--- config.mk ---
export PLATFORM = sky130hd
export DESIGN_NAME = sparce_skip_engine
export DESIGN_NICKNAME = d
export VERILOG_FILES = /design/src/rtl/sparce_skip_engine.sv
export SDC_FILE = /design/constraint.sdc
export NUM_CORES = 1
export LEC_CHECK = 0
export BUFFER_PORTS_ARGS = -buffer_cell sky130_fd_sc_hd__buf_2
export CAP_MARGIN = 20
export CORE_ASPECT_RATIO = 0.5
export CORE_MARGIN = 1
export CORE_UTILIZATION = 40
export CTS_BUF_LIST = sky130_fd_sc_hd__clkbuf_8
export CTS_CLUSTER_SIZE = 40
export DETAILED_ROUTE_END_ITERATION = 8
export GPL_TIMING_DRIVEN = 0
export HOLD_SLACK_MARGIN = 0.06
export PLACE_DENSITY = 0.68
export SYNTH_ARGS = -nofsm -noshare
export SYNTH_HDL_FRONTEND = slang
export SYNTH_SLANG_ARGS = --single-unit
--- constraint.sdc ---
create_clock -name CLK -period 4.1 [get_ports CLK]
set_clock_uncertainty 0.05 [all_clocks]
set_input_delay 0.82 -clock CLK [delete_from_list [all_inputs] [get_ports CLK]]
set_output_delay 0.82 -clock CLK [all_outputs]
set_load 0.01 [all_outputs]
--- src/rtl/sparce_skip_engine.sv ---
// SparCE skip engine: turns a SASA-table hit into a fetch redirect once the
// entry's source registers are hazard-free and the sparsity condition holds.
package sparce_skip_engine_pkg;
    typedef enum logic {SASA_COND_OR = 1'b0, SASA_COND_AND = 1'b1} sasa_cond_t;
endpackage

module sparce_skip_engine
    import sparce_skip_engine_pkg::*;
#(
    parameter int PC_WIDTH       = 32,
    parameter int HAZARD_TIMEOUT = 3,
    parameter int CNT_WIDTH      = 16
) (
    input  logic                 CLK,
    input  logic                 nRST,
    input  logic                 sasa_valid,
    input  logic [4:0]           sasa_rs1,
    input  logic [4:0]           sasa_rs2,
    input  sasa_cond_t           sasa_cond,
    input  logic [4:0]           insts_to_skip,
    input  logic [PC_WIDTH-1:0]  preceding_pc,
    input  logic [31:0]          sparsity_vec,
    input  logic [31:0]          pending_wr_vec,
    input  logic                 pipe_flush,
    input  logic                 skip_ready,
    output logic                 skip_valid,
    output logic [PC_WIDTH-1:0]  skip_target,
    output logic                 busy,
    output logic [CNT_WIDTH-1:0] skip_count,
    output logic [CNT_WIDTH-1:0] abandon_count
);

    typedef enum logic [1:0] {IDLE, EVAL, SKIP} state_t;

    state_t               state_q, state_d;
    logic [4:0]           rs1_q, rs1_d;
    logic [4:0]           rs2_q, rs2_d;
    sasa_cond_t           cond_q, cond_d;
    logic [4:0]           ninst_q, ninst_d;
    logic [PC_WIDTH-1:0]  pc_q, pc_d;
    logic [3:0]           wait_q, wait_d;
    logic                 skip_valid_q, skip_valid_d;
    logic [PC_WIDTH-1:0]  skip_target_q, skip_target_d;
    logic [CNT_WIDTH-1:0] skip_count_q, skip_count_d;
    logic [CNT_WIDTH-1:0] abandon_count_q, abandon_count_d;

    logic                hazard;
    logic                s1, s2;
    logic                cond_ok;
    logic [PC_WIDTH-1:0] skip_offset;

    // x0 is never written and always reads zero
    always_comb begin
        hazard  = ((rs1_q != 5'd0) && pending_wr_vec[rs1_q]) ||
                  ((rs2_q != 5'd0) && pending_wr_vec[rs2_q]);
        s1      = (rs1_q == 5'd0) || sparsity_vec[rs1_q];
        s2      = (rs2_q == 5'd0) || sparsity_vec[rs2_q];
        cond_ok = (cond_q == SASA_COND_AND) ? (s1 & s2) : (s1 | s2);
        skip_offset = PC_WIDTH'({1'b0, ninst_q} + 6'd1) << 2;
    end

    always_comb begin
        state_d         = state_q;
        rs1_d           = rs1_q;
        rs2_d           = rs2_q;
        cond_d          = cond_q;
        ninst_d         = ninst_q;
        pc_d            = pc_q;
        wait_d          = wait_q;
        skip_valid_d    = skip_valid_q;
        skip_target_d   = skip_target_q;
        skip_count_d    = skip_count_q;
        abandon_count_d = abandon_count_q;

        if (pipe_flush) begin
            state_d      = IDLE;
            skip_valid_d = 1'b0;
        end else begin
            case (state_q)
                IDLE: begin
                    if (sasa_valid) begin
                        rs1_d   = sasa_rs1;
                        rs2_d   = sasa_rs2;
                        cond_d  = sasa_cond;
                        ninst_d = insts_to_skip;
                        pc_d    = preceding_pc;
                        wait_d  = 4'd0;
                        state_d = EVAL;
                    end
                end
                EVAL: begin
                    if (hazard) begin
                        wait_d = wait_q + 4'd1;
                        if (wait_d == 4'(HAZARD_TIMEOUT)) begin
                            state_d = IDLE;
                            if (abandon_count_q != '1)
                                abandon_count_d = abandon_count_q + 1'b1;
                        end
                    end else if (cond_ok && (ninst_q != 5'd0)) begin
                        skip_target_d = pc_q + skip_offset;
                        skip_valid_d  = 1'b1;
                        state_d       = SKIP;
                    end else begin
                        state_d = IDLE;
                    end
                end
                SKIP: begin
                    if (skip_ready) begin
                        skip_valid_d = 1'b0;
                        state_d      = IDLE;
                        if (skip_count_q != '1)
                            skip_count_d = skip_count_q + 1'b1;
                    end
                end
                default: state_d = IDLE;
            endcase
        end
    end

    always_ff @(posedge CLK or negedge nRST) begin
        if (!nRST) begin
            state_q         <= IDLE;
            rs1_q           <= '0;
            rs2_q           <= '0;
            cond_q          <= SASA_COND_OR;
            ninst_q         <= '0;
            pc_q            <= '0;
            wait_q          <= '0;
            skip_valid_q    <= 1'b0;
            skip_target_q   <= '0;
            skip_count_q    <= '0;
            abandon_count_q <= '0;
        end else begin
            state_q         <= state_d;
            rs1_q           <= rs1_d;
            rs2_q           <= rs2_d;
            cond_q          <= cond_d;
            ninst_q         <= ninst_d;
            pc_q            <= pc_d;
            wait_q          <= wait_d;
            skip_valid_q    <= skip_valid_d;
            skip_target_q   <= skip_target_d;
            skip_count_q    <= skip_count_d;
            abandon_count_q <= abandon_count_d;
        end
    end

    assign skip_valid    = skip_valid_q;
    assign skip_target   = skip_target_q;
    assign busy          = (state_q != IDLE);
    assign skip_count    = skip_count_q;
    assign abandon_count = abandon_count_q;

endmodule

==> results of run 1 <==
-- layer usage --
layer	GRT usage, %	up-vias	wire [um]
li1	-	2484	-
met1	27.5	2606	8050
met2	33.9	171	8350
met3	3.08	16	917
met4	6.44	0	201
met5	0	-	0
-- cells in the mapped netlist (3+ instances only) --
library cell    n  area [um2]
a21boi_0        4        30.0
nand2_1        26        97.6
nand3_1        27         135
mux2_4         21         315
mux4_2         26         586
and4_1         10        87.6
dfrtp_1       119        2980
mux2_1          8        90.1
ha_1           12         150
buf_6           6        67.6
nand4_1        22         138
a31oi_1         5        31.3
nor3b_1         6        45.0
a21oi_1         8        40.0
o21bai_1        3        22.5
nor3_1         12        60.1
a21o_1          4        30.0
xor2_1         17         149
xnor2_1        44         385
clkbuf_1       17        63.8
mux2i_1        19         190
buf_2           5        25.0
and2_1          5        31.3
nor2_1          8        30.0
mux2_2         53         597
inv_1           9        33.8
o21ai_0         9        45.0
and3_1         16         100
nand3b_1        3        22.5
nand2b_1        3        18.8
-- sequential cells by signal, summed over array words and instances, names as in the netlist --
name	count
pc_q	32
skip_target	32
abandon_count	16
skip_count	16
ninst_q	5
rs1_q	5
rs2_q	5
wait_q	4
state_q	2
cond_q	1
skip_valid	1
-- layout make-up --
class | instances | area [um2] | area share (%)
plain buffers | 31 | 175 | 2.06
clock buffers | 19 | 262 | 3.07
inverters | 9 | 33.8 | 0.397
clock inverters | 12 | 136 | 1.60
multi-input cells | 402 | 3690 | 43.4
well taps | 227 | 284 | 3.34
repair buffers | 184 | 950 | 11.2
flip-flops and latches | 119 | 2980 | 35.0
-- stage by stage --
stage	hold WS [ns]	power, mW	instance area, um2
6_report	0.257	4.87	8510
5_1_grt	0.260	5.18	8510
4_1_cts	0.239	4.92	8510
3_5_place_dp	0.424	3.81	8110
3_3_place_gp	0.416	3.76	8080
2_1_floorplan	0.425	3.18	6880
-- cell families (layout without fill, tap and decap cells) --
| logic type | count (synthesis) | after routing | synth area share (%) |
|---|---|---|---|
| fa+ha+maj | 14 | 14 | 2.62 |
| buf+inv | 40 | 255 | 3.04 |
| compound gates | 48 | 48 | 4.76 |
| simple gates | 152 | 152 | 12.7 |
| flops | 119 | 119 | 43.3 |
| xor+xnor | 61 | 61 | 7.77 |
| mux | 127 | 127 | 25.8 |
-- worst max-delay path by stage --
stage | start | slack (ns) | endpoint
after floorplan | pending_wr_vec[7] | 0.97 | skip_target[10]
after global placement | pending_wr_vec[15] | 0.44 | skip_target[9]
after detailed placement | pending_wr_vec[13] | 0.44 | skip_target[21]
after CTS | ninst_q[0] | 0.67 | skip_target[26]
after global routing | ninst_q[0] | 0.49 | skip_target[26]
final | ninst_q[0] | 0.73 | skip_target[26]
-- power by group --
group,internal (mW),switching (mW),leakage (nW),total (mW)
registers,1.49,0.275,1.52,1.77
logic,1.02,0.998,2.31,2.02
clock network,0.620,0.459,0.211,1.08
-- worst reg2reg max path: stages (launching register included) --
cell	delay [ns]
dfrtp_1	0.37
inv_1	0.08
ha_1	0.33
fa_1	0.44
a21o_1	0.19
a21oi_1	0.23
o21bai_1	0.09
a21oi_1	0.35
clkbuf_1	0.49
nor3_1	0.17
xor2_1	0.17
mux2_1	0.30
==> flow_summary.toml, run 1 <==
[critical_path]
required_ns = 4.34
cp.arrival_ns = 3.62
worstPathMaxFanout = 10
path_common_cell = "a21oi_1"
crit_cells = 11
r2r_cells = 11
crit_path_max_incr_delay_ns = 0.49
r2r-end = "skip_target[26]"
timing_worst_setup_path_type = "reg2reg"
end_kind = "flop"
regToRegSetupSlack_ns = 0.73
cp_top_family = "compound AO/OA/AOI/OAI gates"
crit_chain = "inv_1 > ha_1 > fa_1 > a21o_1 > a21oi_1 > o21bai_1 > a21oi_1 > clkbuf_1 > nor3_1 > xor2_1 > mux2_1"
crit_slowest_cell = "clkbuf_1"
cp-start-kind = "flop"
r2r_start = "ninst_q[0]"
crit_buf_inv = 2

[cells_and_area]
postLayoutCoreUtil_pct = 51.3
fill_cells = 1533
instances_no_fill = 1003
layout_commonest_cell = "buf_2"
nets = 894
layout_common_cells = "buf_2 (186), dfrtp_1 (119), mux2_2 (53)"
layout-drive-gt1-share_pct = 42.5
synthToLayoutAreaGrowth_pct = 23.7
antenna_cells = 0

[routing]
viasPerCell = 5.26
wl_per_cell_um = 17.5
drtAntennaViolNets = 0
drc_errors = 0
vias = 5277
firstDrtPassIters = 4
wl_mm = 17.5
drtIter0Drc = 304

[synth]
yosysSeqAreaShare_pct = 43.3
synth_nets = 691
synthDistinctLibCells = 57
synth-edff-count = 0
synth-seq-cells = 119
synth_flop_cell = "dfrtp_1"
async_flop_share_pct = 100
yosysWarnings = 0
netlist_instances = 561
syn_avg_cell_area_um2 = 12.3
synth_area_um2 = 6880

[cts]
clockRootBuffer = "clkbuf_8"
cts_setup_buffers = 0
htree_levels = 4
clock-sinks = 119
ctsResizeCount = 0
cts_tree = "done"
worstSkewPairLatency_ns = 0.42
cts_made_buffers = 17
cts_hold_buf = 0
ctsLongestPathBuffers = 2
cts.clk_slew.worst_paths_ns = 0.07

[floorplanning]
ios = 183
rows = 33
core_region_area_um2 = 16600
die_height_um = 94.7
die_w_um = 187
dieArea_um2 = 17800
initial_utilization_pct = 41.5

[timing]
tightest_slew_ns = 0.953
setup_violations = 0
rsz0062_at_grt = "no"
fin_ws_ns = 0.726
hold_viol = 0
slew_headroom_pct = 36.0
tns_ns = 0
finalCritPeriodShare_pct = 82.3
post-route-min-period_ns = 3.37
max_freq_ghz = 0.296
drv_slew = 0

[global_route]
antenna_found_initial = 0
grt_max_degree = 84
grt_overflow = 0
grt_pass1_vias = 5202
grt_use_total_pct = 20.3
grt_pass1_wl_mm = 27.8

[power]
vdd_drop_max_uv = 254
p_leak_nw = 4.04
p_per_area_nw_per_um2 = 572

[status]
status = "finished, final reports clean"

[min_path]
hp-class = "in2async"

[placement]
dp.cells = 971
port-buffer-count = 182
routabilityCongestion = 0.867
dp_worst_setup_slack_ns = 0.436
place_hpwl_mm = 13.1

[flow_run]
drv_cap = 0
Note: power is estimated with default switching activity, not from simulation.
==> inputs of run 2 (changes only) <==
Settings changed: PLACE_DENSITY 0.68 to 0.71.
Clock period 4.1 ns to 2.9 ns, I/O delays scaled along.
==> run 2 against run 1 <==
Routed wire length up 4.9%. Cell area up 6.5%. Die area unchanged. Core utilization up 3.3 points. First-iteration DRC count down 26%. Combinational power up 70%. Sequential cell count unchanged.
==> flow_summary.toml, run 2 (same netlist as run 1, synthesis figures left out) <==
[status]
status = "finished, final reports clean"

[critical_path]
crit_path_max_incr_delay_ns = 0.41
crit_slowest_cell = "dfrtp_1"
crit_chain = "buf_8 > buf_12 > mux4_2 > mux2i_1 > a221oi_2 > a21oi_2 > maj3_2 > nor3_4 > buf_8 > clkbuf_16 > mux2_4"
required_ns = 3.17
cp.arrival_ns = 3.16
timing_worst_setup_path_type = "reg2reg"
cp-start-kind = "flop"
regToRegSetupSlack_ns = 0.01
cp_top_family = "multiplexers"
end_kind = "flop"
crit_buf_inv = 4
path_common_cell = "buf_8"
worstPathMaxFanout = 7

[cells_and_area]
layout_commonest_cell = "buf_2"
layout.area.seq_um2 = 2980
nets = 928
fill_cells = 1484
layout_common_cells = "buf_2 (184), dfrtp_1 (117), mux2_2 (53)"
postLayoutCoreUtil_pct = 54.6
multi_input_area_um2 = 3800
layout-drive-gt1-share_pct = 49.3
synthToLayoutAreaGrowth_pct = 31.8
final_area_um2 = 9070

[routing]
firstDrtPassIters = 4
drc_errors = 0
drtAntennaViolNets = 0
wl_per_cell_um = 17.7
viasPerCell = 5.33
drtIter0Drc = 226
wl_mm = 18.4
vias = 5539

[cts]
htree_levels = 4
clockRootBuffer = "clkbuf_8"
ctsLongestPathBuffers = 2
clock-sinks = 119
cts.clk_slew.worst_paths_ns = 0.07
worstSkewPairLatency_ns = 0.43
cts_made_buffers = 17
cts_tree = "done"

[placement]
routabilityCongestion = 0.893
placed_area_um2 = 8110
port-buffer-count = 182
dp_worst_setup_slack_ns = -0.560
place_hpwl_mm = 13.2

[global_route]
grt_max_degree = 87
antenna_found_initial = 1
grt_overflow = 0
grt_pass1_vias = 5392
grt_pass1_wl_mm = 28.5
grt_use_total_pct = 20.7

[power]
vdd_drop_max_uv = 310
p_per_area_nw_per_um2 = 827
p_leak_nw = 4.28

[timing]
finalCritPeriodShare_pct = 99.6
tightest_slew_ns = 0.759
hold_viol = 0
rsz0062_at_grt = "yes"
setup_violations = 0
fin_hold_ws_ns = 0.302
post-route-min-period_ns = 2.89
slew_headroom_pct = 49.4
fin_ws_ns = 0.0125
drv_slew = 0
max_freq_ghz = 0.346

[floorplanning]
core_region_area_um2 = 16600
initial_utilization_pct = 41.5
die_height_um = 94.7
dieArea_um2 = 17800
rows = 33
die_w_um = 187
ios = 183

[min_path]
hp-class = "in2reg"

[flow_run]
drv_cap = 0
## run 2: changes by cell type in the layout (fill, tap and decap cells not counted), sizes merged
cell         change
clkinv           +1
diode            +1
bufinv           -1
buf             +31
clkbuf           +3
clkinvlp         +3
inv              -3
dlygate4sd3      +1
## run 2: where the power goes
group	total, mW	internal [mW]	switching, mW
Combinational	3.43	1.89	1.54
Sequential	2.55	2.11	0.441
Clock	1.52	0.826	0.691
Total	7.50	4.82	2.67
## run 2: path summary, 6_finish.rpt
check | from | endpoint | depth (start not counted)
min | preceding_pc[18] | pc_q[18] | 3
min reg2reg | abandon_count[7] | abandon_count[7] | 1
max in group asynchronous | nRST | rs2_q[0] | 3
max reg2reg | rs1_q[0] | skip_target[20] | 11
min in group asynchronous | nRST | skip_target[5] | 2
max | rs1_q[0] | skip_target[20] | 11
## run 2: worst register-to-register path, stage by stage (launching register included)
cell,delay (ns)
dfrtp_1,0.41
buf_8,0.14
buf_12,0.13
mux4_2,0.32
mux2i_1,0.09
a221oi_2,0.31
a21oi_2,0.08
maj3_2,0.33
nor3_4,0.22
buf_8,0.21
clkbuf_16,0.18
mux2_4,0.30
## run 2: final cells by class
class                      count  share of cell area, %
sequential                   119                   32.9
clock inverter                12                   1.39
inverter                       9                  0.373
tap                          227                   3.13
multi-input combinational    402                   41.9
timing repair buffer         221                   14.8
antenna                        1                 0.0276
clock buffer                  20                   3.04
buffer                        28                   2.48
## run 2: what timing repair did
action | 4_1_cts | 5_1_grt
gates resized for setup | 27 | 34
gates cloned | 1 | 4
endpoints found under the setup margin | 40 | 45
endpoints found under the hold margin | 33 | 0
buffers inserted | 15 | 15
pin swaps | 4 | 9
hold buffers | 1 | 0
## run 2: per-layer routing
metal | share of wire (%) | global-route usage (%) | up-vias
met5 | 0 | 0 | -
li1 | - | - | 2560
met1 | 45 | 27.4 | 2777
met4 | 0.96 | 6.50 | 0
met2 | 49 | 34.3 | 185
met3 | 5.2 | 4.42 | 17
## run 2: stage by stage
stage | std cells | TNS (ns) | total power [mW]
finish | 1039 | 0 | 7.50
global placement | 970 | -57.92 | 5.30
floorplan | 561 | 0 | 4.49
detailed placement | 972 | -17.20 | 5.39
CTS | 1020 | -0.0268 | 7.16
global route | 1039 | -0.924 | 7.97
==> inputs of run 3 (changes only) <==
Settings changed: GPL_TIMING_DRIVEN 0 to unset, PLACE_DENSITY 0.71 to 0.67.
==> run 3 against run 2 <==
Cell count is 1.5% lower. Critical endpoint is now skip_target[10]. Sequential cell count stayed put. Largest power group unchanged. Fmax is 0.41% higher. Core utilization is 1.1 points lower.
==> flow_summary.toml, run 3 (same netlist as run 1, synthesis figures left out) <==
[status]
status = "finished, final reports clean"

[power]
seq_power_share_pct = 37.1
comb_power_share_pct = 44.9
p_switching_mw = 2.50
vdd_drop_max_uv = 434
p_leak_nw = 4.23
p_per_area_nw_per_um2 = 789
clkPwrFrac_pct = 18.0
p_int_mw = 4.50
p_sw_share_pct = 35.8

[cts]
cts.clk_slew.worst_paths_ns = 0.07
clockRootBuffer = "clkbuf_8"
htree_levels = 4
cts_made_buffers = 17
ctsLongestPathBuffers = 2
clock-sinks = 119
cts_tree = "done"
worstSkewPairLatency_ns = 0.41

[critical_path]
path_common_cell = "buf_12"
crit_path_max_incr_delay_ns = 0.52
cp.arrival_ns = 3.12
required_ns = 3.15
worstPathMaxFanout = 8
timing_worst_setup_path_type = "reg2reg"
end_kind = "flop"
cp-start-kind = "flop"
crit_chain = "buf_12 > mux4_2 > mux2i_1 > nand3b_1 > and4_1 > or2_4 > nor3_4 > buf_12 > clkbuf_16 > mux2_4"
crit_slowest_cell = "mux4_2"

[routing]
firstDrtPassIters = 4
viasPerCell = 5.26
wl_per_cell_um = 17.5
drtAntennaViolNets = 0
drtIter0Drc = 228
drc_errors = 0
wl_mm = 17.9
vias = 5377

[timing]
hold_viol = 0
fin_ws_ns = 0.0242
slew_headroom_pct = 58.4
max_freq_ghz = 0.348
rsz0062_at_grt = "yes"
drv_slew = 0
tightest_slew_ns = 0.624
setup_violations = 0
post-route-min-period_ns = 2.88
finalCritPeriodShare_pct = 99.2

[global_route]
antenna_found_initial = 2
grt_use_total_pct = 20.2
grt_overflow = 0
grt_pass1_vias = 5289
grt_pass1_wl_mm = 27.7
grt_max_degree = 47

[cells_and_area]
final_area_um2 = 8880
fill_cells = 1497
layout_common_cells = "buf_2 (181), dfrtp_1 (114), mux2_2 (53)"
multi_input_area_um2 = 3760
layout_commonest_cell = "buf_2"
nets = 915
layout-drive-gt1-share_pct = 48.5
layout.area.seq_um2 = 2980
synthToLayoutAreaGrowth_pct = 29.0

[placement]
routabilityCongestion = 0.909
place_hpwl_mm = 12.8
port-buffer-count = 182
dp_worst_setup_slack_ns = -0.275
placed_area_um2 = 8250

[floorplanning]
core_region_area_um2 = 16600
dieArea_um2 = 17800
initial_utilization_pct = 41.5
die_height_um = 94.7
ios = 183
rows = 33
die_w_um = 187

[min_path]
hp-class = "in2async"

[flow_run]
drv_cap = 0
## run 3: critical path, delay by kind of cell, from the launching register on
family                 cells  cell delay, ns
buffers and inverters      3            0.49
AND/OR/NAND/NOR            4            0.74
multiplexers               3            1.01
flip-flops                 1            0.44
## run 3: area by class of cell
type                            count  area share (%)
Tap cell                          227            3.20
Sequential cell                   119            33.6
Clock inverter                      7           0.366
Timing Repair Buffer              236            16.8
Antenna cell                        2          0.0564
Multi-Input combinational cell    402            42.3
Inverter                            9           0.381
Clock buffer                       21            3.26
## run 3: power by group through the flow
| stage | logic [mW] | registers, mW | clock network [mW] |
|---|---|---|---|
| 2_1_floorplan | 1.96 | 2.53 | 0 |
| 3_3_place_gp | 2.82 | 2.61 | 0 |
| 3_5_place_dp | 2.86 | 2.62 | 0 |
| 4_1_cts | 2.98 | 2.58 | 1.31 |
| 5_1_grt | 3.42 | 2.67 | 1.40 |
| 6_report | 3.14 | 2.60 | 1.26 |
## run 3: path summary, 6_finish.rpt
check	slack, ns	to	from	depth (start not counted)
setup / recovery	0.02	skip_target[10]	rs2_q[1]	10
hold / removal	0.12	pc_q[3]	nRST	1
setup reg to reg	0.02	skip_target[10]	rs2_q[1]	10
hold reg to reg	0.43	skip_target[28]	skip_target[28]	1
max in group asynchronous	1.71	rs2_q[0]	nRST	2
min in group CLK	0.33	ninst_q[0]	insts_to_skip[0]	3
## run 3: metrics by stage
| step | setup TNS (ns) | power [mW] | cells | utilization (%) | hold slack (ns) |
|---|---|---|---|---|---|
| 3_5_place_dp | -7.64 | 5.48 | 980 | 49.7 | 0.426 |
| 2_1_floorplan | 0 | 4.49 | 561 | - | 0.234 |
| 5_1_grt | -0.619 | 7.49 | 1022 | 53.5 | 0.147 |
| 3_3_place_gp | -5.95 | 5.42 | 980 | 49.7 | 0.415 |
| 4_1_cts | 0 | 6.88 | 1015 | 52.5 | 0.126 |
| 6_report | 0 | 7.00 | 1023 | 53.5 | 0.122 |
## run 3: timing repair
action	CTS	global route
pin swaps	2	3
cloned	2	4
endpoints found under the setup margin	33	33
setup buffers	5	2
hold buffers	0	0
gates resized for setup	11	19
## run 3: layer usage
layer	track usage (%)	part of all wire, %
met4	7.52	1.7
met2	32.8	47
met3	4.24	5.8
met5	0	0
met1	26.8	46
